==> config.mk <==
export PLATFORM = sky130hd
export DESIGN_NAME = ps2_host_tx
export DESIGN_NICKNAME = d
export VERILOG_FILES = /design/src/rtl/ps2_host_tx.sv
export SDC_FILE = /design/constraint.sdc
export NUM_CORES = 1
export LEC_CHECK = 0
export CORE_ASPECT_RATIO = 1.2
export CORE_MARGIN = 2
export CORE_UTILIZATION = 59
export DETAILED_ROUTE_END_ITERATION = 12
export PLACE_DENSITY = 0.8
export SLEW_MARGIN = 10
export SYNTH_ARGS = -nofsm -noshare
export SYNTH_HDL_FRONTEND = slang
export SYNTH_SLANG_ARGS = --single-unit
export TNS_END_PERCENT = 1
==> constraint.sdc <==
create_clock -name clk -period 2.7 [get_ports clk]
set_input_delay 0.27 -clock clk [delete_from_list [all_inputs] [get_ports clk]]
set_output_delay 0.27 -clock clk [all_outputs]
set_load 0.005 [all_outputs]
==> src/rtl/ps2_host_tx.sv <==
// Host-to-device PS/2 transmitter: inhibits the bus, clocks one command byte out
// on device-generated clock edges, and reports the device ack as tx_done or tx_err.
module ps2_host_tx #(
    parameter int INHIBIT_CYCLES = 5000,
    parameter int TIMEOUT_CYCLES = 1000000
) (
    input  logic       clk,
    input  logic       rst,
    input  logic [7:0] tx_data,
    input  logic       tx_valid,
    output logic       tx_ready,
    input  logic       keyclk_in,
    input  logic       keyinput_in,
    output logic       keyclk_oe,
    output logic       keyinput_oe,
    output logic       busy,
    output logic       tx_done,
    output logic       tx_err
);

    localparam int CNT_MAX = (INHIBIT_CYCLES > TIMEOUT_CYCLES) ? INHIBIT_CYCLES : TIMEOUT_CYCLES;
    localparam int CNT_W   = $clog2(CNT_MAX + 1);
    localparam logic [CNT_W-1:0] INH_LAST = CNT_W'(INHIBIT_CYCLES - 1);
    localparam logic [CNT_W-1:0] INH_DATA = CNT_W'(INHIBIT_CYCLES - 2);
    localparam logic [CNT_W-1:0] TO_LAST  = CNT_W'(TIMEOUT_CYCLES - 1);

    typedef enum logic [2:0] {IDLE, INHIBIT, SEND, ACK, WAIT_IDLE} state_t;

    state_t           state_q;
    logic [1:0]       kclk_sync_q, kdat_sync_q;
    logic             kclk_prev_q;
    logic [7:0]       shift_q;
    logic             parity_q;
    logic [3:0]       bit_idx_q;
    logic [CNT_W-1:0] cnt_q;
    logic             keyclk_oe_q, keyinput_oe_q, tx_ready_q, busy_q, tx_done_q, tx_err_q;

    logic kclk_s, kdat_s, kclk_fe;
    assign kclk_s  = kclk_sync_q[1];
    assign kdat_s  = kdat_sync_q[1];
    assign kclk_fe = kclk_prev_q & ~kclk_s;

    // Synchronizers reset to the idle (pulled-up) bus level so no false edge follows reset.
    always_ff @(posedge clk or negedge rst) begin
        if (!rst) begin
            kclk_sync_q <= 2'b11;
            kdat_sync_q <= 2'b11;
            kclk_prev_q <= 1'b1;
        end else begin
            // NOTE: non-blocking assignments keep every flop sampling pre-edge values, so the chain really is two stages.
            kclk_sync_q <= {kclk_sync_q[0], keyclk_in};
            kdat_sync_q <= {kdat_sync_q[0], keyinput_in};
            kclk_prev_q <= kclk_s;
        end
    end

    always_ff @(posedge clk or negedge rst) begin
        if (!rst) begin
            state_q       <= IDLE;
            shift_q       <= '0;
            parity_q      <= 1'b0;
            bit_idx_q     <= '0;
            cnt_q         <= '0;
            keyclk_oe_q   <= 1'b0;
            keyinput_oe_q <= 1'b0;
            tx_ready_q    <= 1'b1;
            busy_q        <= 1'b0;
            tx_done_q     <= 1'b0;
            tx_err_q      <= 1'b0;
        end else begin
            tx_done_q <= 1'b0;
            tx_err_q  <= 1'b0;
            unique case (state_q)
                IDLE: begin
                    if (tx_valid) begin
                        shift_q       <= tx_data;
                        parity_q      <= ~^tx_data;
                        bit_idx_q     <= '0;
                        cnt_q         <= '0;
                        keyclk_oe_q   <= 1'b1;
                        keyinput_oe_q <= (INHIBIT_CYCLES == 1);
                        tx_ready_q    <= 1'b0;
                        busy_q        <= 1'b1;
                        state_q       <= INHIBIT;
                    end
                end
                INHIBIT: begin
                    if (cnt_q == INH_LAST) begin
                        keyclk_oe_q <= 1'b0;
                        cnt_q       <= '0;
                        state_q     <= SEND;
                    end else begin
                        cnt_q <= cnt_q + CNT_W'(1);
                        if (cnt_q == INH_DATA) keyinput_oe_q <= 1'b1;
                    end
                end
                SEND, ACK, WAIT_IDLE: begin
                    // Timeout wins over a clock edge arriving in the same cycle.
                    if (cnt_q == TO_LAST) begin
                        keyclk_oe_q   <= 1'b0;
                        keyinput_oe_q <= 1'b0;
                        tx_err_q      <= 1'b1;
                        tx_ready_q    <= 1'b1;
                        busy_q        <= 1'b0;
                        state_q       <= IDLE;
                    end else begin
                        cnt_q <= cnt_q + CNT_W'(1);
                        if (state_q == SEND && kclk_fe) begin
                            bit_idx_q <= bit_idx_q + 4'd1;
                            if (bit_idx_q < 4'd8) begin
                                keyinput_oe_q <= ~shift_q[0];
                                shift_q       <= shift_q >> 1;
                            end else if (bit_idx_q == 4'd8) begin
                                keyinput_oe_q <= ~parity_q;
                            end else begin
                                keyinput_oe_q <= 1'b0;
                                state_q       <= ACK;
                            end
                        end else if (state_q == ACK && kclk_fe) begin
                            if (!kdat_s) begin
                                state_q <= WAIT_IDLE;
                            end else begin
                                tx_err_q   <= 1'b1;
                                tx_ready_q <= 1'b1;
                                busy_q     <= 1'b0;
                                state_q    <= IDLE;
                            end
                        end else if (state_q == WAIT_IDLE && kclk_s && kdat_s) begin
                            tx_done_q  <= 1'b1;
                            tx_ready_q <= 1'b1;
                            busy_q     <= 1'b0;
                            state_q    <= IDLE;
                        end
                    end
                end
                default: begin
                    keyclk_oe_q   <= 1'b0;
                    keyinput_oe_q <= 1'b0;
                    tx_ready_q    <= 1'b1;
                    busy_q        <= 1'b0;
                    state_q       <= IDLE;
                end
            endcase
        end
    end

    assign keyclk_oe   = keyclk_oe_q;
    assign keyinput_oe = keyinput_oe_q;
    assign tx_ready    = tx_ready_q;
    assign busy        = busy_q;
    assign tx_done     = tx_done_q;
    assign tx_err      = tx_err_q;

endmodule

==> results.txt <==
----------------------------------------------------
[Run status]
  Run status ... finished, final reports clean

[Detailed routing]
  Number of nets still failing antenna checks after routing ... 0
  Total via count in the routed design ... ~2,300
  Post-DR wirelength/cell ... roughly 17 um
  Overall routed net length ... slightly above 6000 um
  Mean number of vias per cell ... 6.37
  1st-pass router iterations ... 4
  Drt drc ... 0
  Drt initial violations ... approximately 190

[Clocking]
  Number of buffers inserted for hold repair after clock tree synthesis ... 0
  Clk buf depth ... 2
  Clock transition at the registers of the reported paths ... approximately 0.090 ns
  Post-CTS setup buffer count ... 0
  CTS root buffer ... sky130_fd_sc_hd__clkbuf_8
  Number of clock sinks ... 47
  Resize count post-CTS ... 0
  Number of buffers added by the clock tree synthesis step ... 5
  Worst skew pair latency ... 0.31 ns
  CTS tree ... done
  Htree depth ... 2

[STA]
  Number of slew-limit violations in the final report ... 0
  Number of endpoints with negative hold slack in the final report ... 0
  Worst slew margin relative to its limit ... 0.302
  WHS ... about 0.14 ns
  Worst slew pin tran ... 1.05 ns
  Endpoints failing setup ... 0
  Worst Clk Skew ... ~0.0065 ns
  Setup repair after global routing missed its margin ... false
  Fraction of the cycle the final worst path needs ... 0.827
  Final worst path period need ... between 2 and 2.5 ns
  Post-route setup TNS ... 0 ns
  Max Fclk ... around 0.45 GHz

[GRT]
  Wire length of the first global-routing pass ... about 11,000 um
  Antenna violations before repair ... 0
  Number of global-route vias before repair ... around 2,300
  Largest net degree at the start of global routing ... 48
  Global-route usage over all layers ... 0.269
  Aggregate global routing overflow ... 0

[Setup path]
  Arrival time reported for the critical path endpoint ... about 2.5 ns
  Crit. End Element ... flip-flop
  Worst r2r path cells ... 6
  Worst R2R Setup Slack ... ~0.47 ns
  Critical Path RT ... just under 3 ns
  Start point of the critical path ... cnt_q[1]
  Category of the critical setup timing path ... reg -> reg
  Element type at the critical path start ... flip-flop
  Worst reg2reg endpoint ... cnt_q[9]
  Biggest fanout along the worst timing path ... 17
  Startpoint of the most critical register-to-register path ... cnt_q[1]

[Min path]
  Worst min-delay path class ... in -> async

[Floorplanning]
  Initial Utilization ... 0.609
  Row Count ... 27
  Die ar. ... between 5000 and 6000 um^2
  Core box area ... 4560 um^2
  Top-level I/O count ... 19
  Vertical extent of the die ... about 79 um
  Die outline width ... around 67 um

[Pwr]
  Power density over cell area ... 872 nW/um^2
  Lkg Pwr ... 0.00123 uW
  Relative contribution of sequential cells to total power ... 0.378
  Part of the power in the clock network ... 0.160
  Internal cell power ... 1620 uW
  Maximum vdd drop ... approximately 0.00047 V
  Proportion of power drawn by combinational gates ... 0.462
  Switching Share ... 0.398
  Switching Power ... approximately 1100 uW

[Placed design]
  HPWL after DPL ... 4450 um
  Number of buffers added on ports ... 18
  Instance area after placement ... around 3000 um^2
  Final weighted congestion in routability-driven placement ... about 0.93

[Synth]
  Synth Area in Simple Gates ... 0.212
  Post-synthesis cell type count ... 62
  Cells taking the most area after synthesis ... sky130_fd_sc_hd__dfrtp_1 37%, sky130_fd_sc_hd__dfstp_2 5.7%, sky130_fd_sc_hd__xnor2_1 4.1%
  Share of the yosys chip area belonging to registers ... 0.426
  Post-synth ARST share ... 1.00
  Net count after synthesis ... 297
  Syn Std Cell Area ... 2780 um^2
  Count of state elements after synthesis ... 47
  Post-Syn Instances ... 280
  Top-area cell type share of the netlist area ... 0.369
  Fraction of the mapped netlist area in compound gates ... 0.239
  Main combinational cell family by area after synthesis ... compound AO/OA/AOI/OAI gates
  Most area-hungry cell type in the Yosys netlist ... sky130_fd_sc_hd__dfrtp_1
  Mux share of post-synthesis cell area ... 0.0113
  Post-synth EDFFs ... 0
  Adder-cell share of the synthesized area ... 0.0180
  Average cell area after synthesis ... 9.92 um^2
  Post-synthesis xor/xnor area fraction ... 0.0441
  Most used flip-flop cell after synthesis ... sky130_fd_sc_hd__dfrtp_1
  Yosys Warn Count ... 0

[Final layout]
  Antenna fix cells ... 0
  Area growth from synthesis to layout ... 10.9%
  Most common library cell in the layout ignoring fill and taps ... sky130_fd_sc_hd__dfrtp_1
  Most frequent cells in the layout ... 41 x sky130_fd_sc_hd__dfrtp_1, 23 x sky130_fd_sc_hd__nand2_1, 17 x sky130_fd_sc_hd__clkdlybuf4s50_1
  Final instance area ... 3080 um^2
  Ratio of cells with drive above 1 in the final layout ... 0.133
  Number of nets in the layout ... 317

[Job]
  Max-cap check violation count ... 0

----------------------------------------------------
[registers in the layout (all words and copies together), names as in the netlist, 2 cells and up]
signal / cells
kdat_sync_q: 2
bit_idx_q: 4
shift_q: 8
kclk_sync_q: 2
cnt_q: 20
state_q: 3
[Yosys cell counts, types with 2 or more instances]
master and count:
sky130_fd_sc_hd__buf_2 7, sky130_fd_sc_hd__dfstp_2 6, sky130_fd_sc_hd__o21a_1 3, sky130_fd_sc_hd__nor2_1 16, sky130_fd_sc_hd__buf_6 4, sky130_fd_sc_hd__o21ai_0 12
sky130_fd_sc_hd__xnor2_1 13, sky130_fd_sc_hd__o31a_1 3, sky130_fd_sc_hd__nand3_1 11, sky130_fd_sc_hd__nor4bb_1 2, sky130_fd_sc_hd__nor3_1 5, sky130_fd_sc_hd__or4_1 3
sky130_fd_sc_hd__a2bb2oi_1 12, sky130_fd_sc_hd__inv_1 14, sky130_fd_sc_hd__a31oi_1 5, sky130_fd_sc_hd__nor4_1 2, sky130_fd_sc_hd__ha_1 4, sky130_fd_sc_hd__and3_1 2
sky130_fd_sc_hd__and2_1 2, sky130_fd_sc_hd__dfrtp_1 41, sky130_fd_sc_hd__a21o_1 2, sky130_fd_sc_hd__nor3_2 2, sky130_fd_sc_hd__nor2b_1 3, sky130_fd_sc_hd__o22ai_1 11
sky130_fd_sc_hd__o31ai_2 3, sky130_fd_sc_hd__o21ai_1 2, sky130_fd_sc_hd__a21oi_1 6, sky130_fd_sc_hd__a22o_1 3, sky130_fd_sc_hd__nand2_1 23, sky130_fd_sc_hd__and4b_1 2
sky130_fd_sc_hd__nand2b_1 3, sky130_fd_sc_hd__and4_1 3, sky130_fd_sc_hd__o31ai_1 2, sky130_fd_sc_hd__a22oi_1 4, sky130_fd_sc_hd__a21boi_0 6, sky130_fd_sc_hd__mux2i_1 2
sky130_fd_sc_hd__nand4_1 11
[per-stage QoR]
| stage | utilization | total power, uW | instances | setup slack [ns] |
|---|---|---|---|---|
| after floorplan | - | 1910 | 280 | 0.758 |
| after global placement | 0.656 | 2230 | 351 | 0.544 |
| after detailed placement | 0.656 | 2250 | 351 | 0.498 |
| after CTS | 0.675 | 2690 | 359 | 0.475 |
| after global routing | 0.675 | 2890 | 359 | 0.345 |
| final | 0.675 | 2690 | 359 | 0.466 |
[cells by family (layout without fill, tap and decap cells)]
kind of cell | Yosys count | count (layout)
DFF | 47 | 47
and+or+nand+nor | 100 | 100
adders and majority gates | 4 | 4
xor gates and xnor gates | 14 | 14
AOI/OAI and AO/OA | 86 | 86
buffers and inverters | 26 | 47
muxes | 3 | 3
[layout make-up]
type	instances	area (um^2)
Fill cell	374	1480
Multi-Input combinational cell	207	1460
Sequential cell	47	1180
Timing Repair Buffer	25	228
Tap cell	58	72.6
Clock buffer	5	68.8
Inverter	14	52.6
Clock inverter	3	20.0
[worst max-delay path by stage]
stage              endpoint  slack [ns]  depth (start not counted)
2_1_floorplan  bit_idx_q[0]        0.76                          7
3_3_place_gp      cnt_q[10]        0.54                          6
3_5_place_dp      cnt_q[10]        0.50                          6
4_1_cts            cnt_q[9]        0.47                          6
5_1_grt           cnt_q[10]        0.34                          6
6_report           cnt_q[9]        0.47                          6
[power by group through the flow]
stage,clock [uW],sequential [uW],combinational (uW)
after floorplan,0,979,927
after global placement,0,1020,1210
after detailed placement,0,1030,1230
after CTS,441,1010,1240
after global routing,467,1040,1380
final,430,1020,1240
[per-layer routing]
layer  share of wire  track usage  vias to the layer above
li1                -            -                     1088
met1            0.43        0.338                     1126
met2            0.51        0.463                       62
met3           0.039       0.0467                       12
met4           0.019       0.0918                        0
met5               0            0                        -
[worst max-delay path, cell delays in order (launching register included)]
cell                       delay, ns
sky130_fd_sc_hd__dfrtp_1        0.43
sky130_fd_sc_hd__ha_1           0.28
sky130_fd_sc_hd__and4_1         0.24
sky130_fd_sc_hd__and2_0         0.28
sky130_fd_sc_hd__a31o_4         0.35
sky130_fd_sc_hd__nand2b_4       0.24
sky130_fd_sc_hd__o41ai_2        0.32
Note: power is estimated with default switching activity, not from simulation.
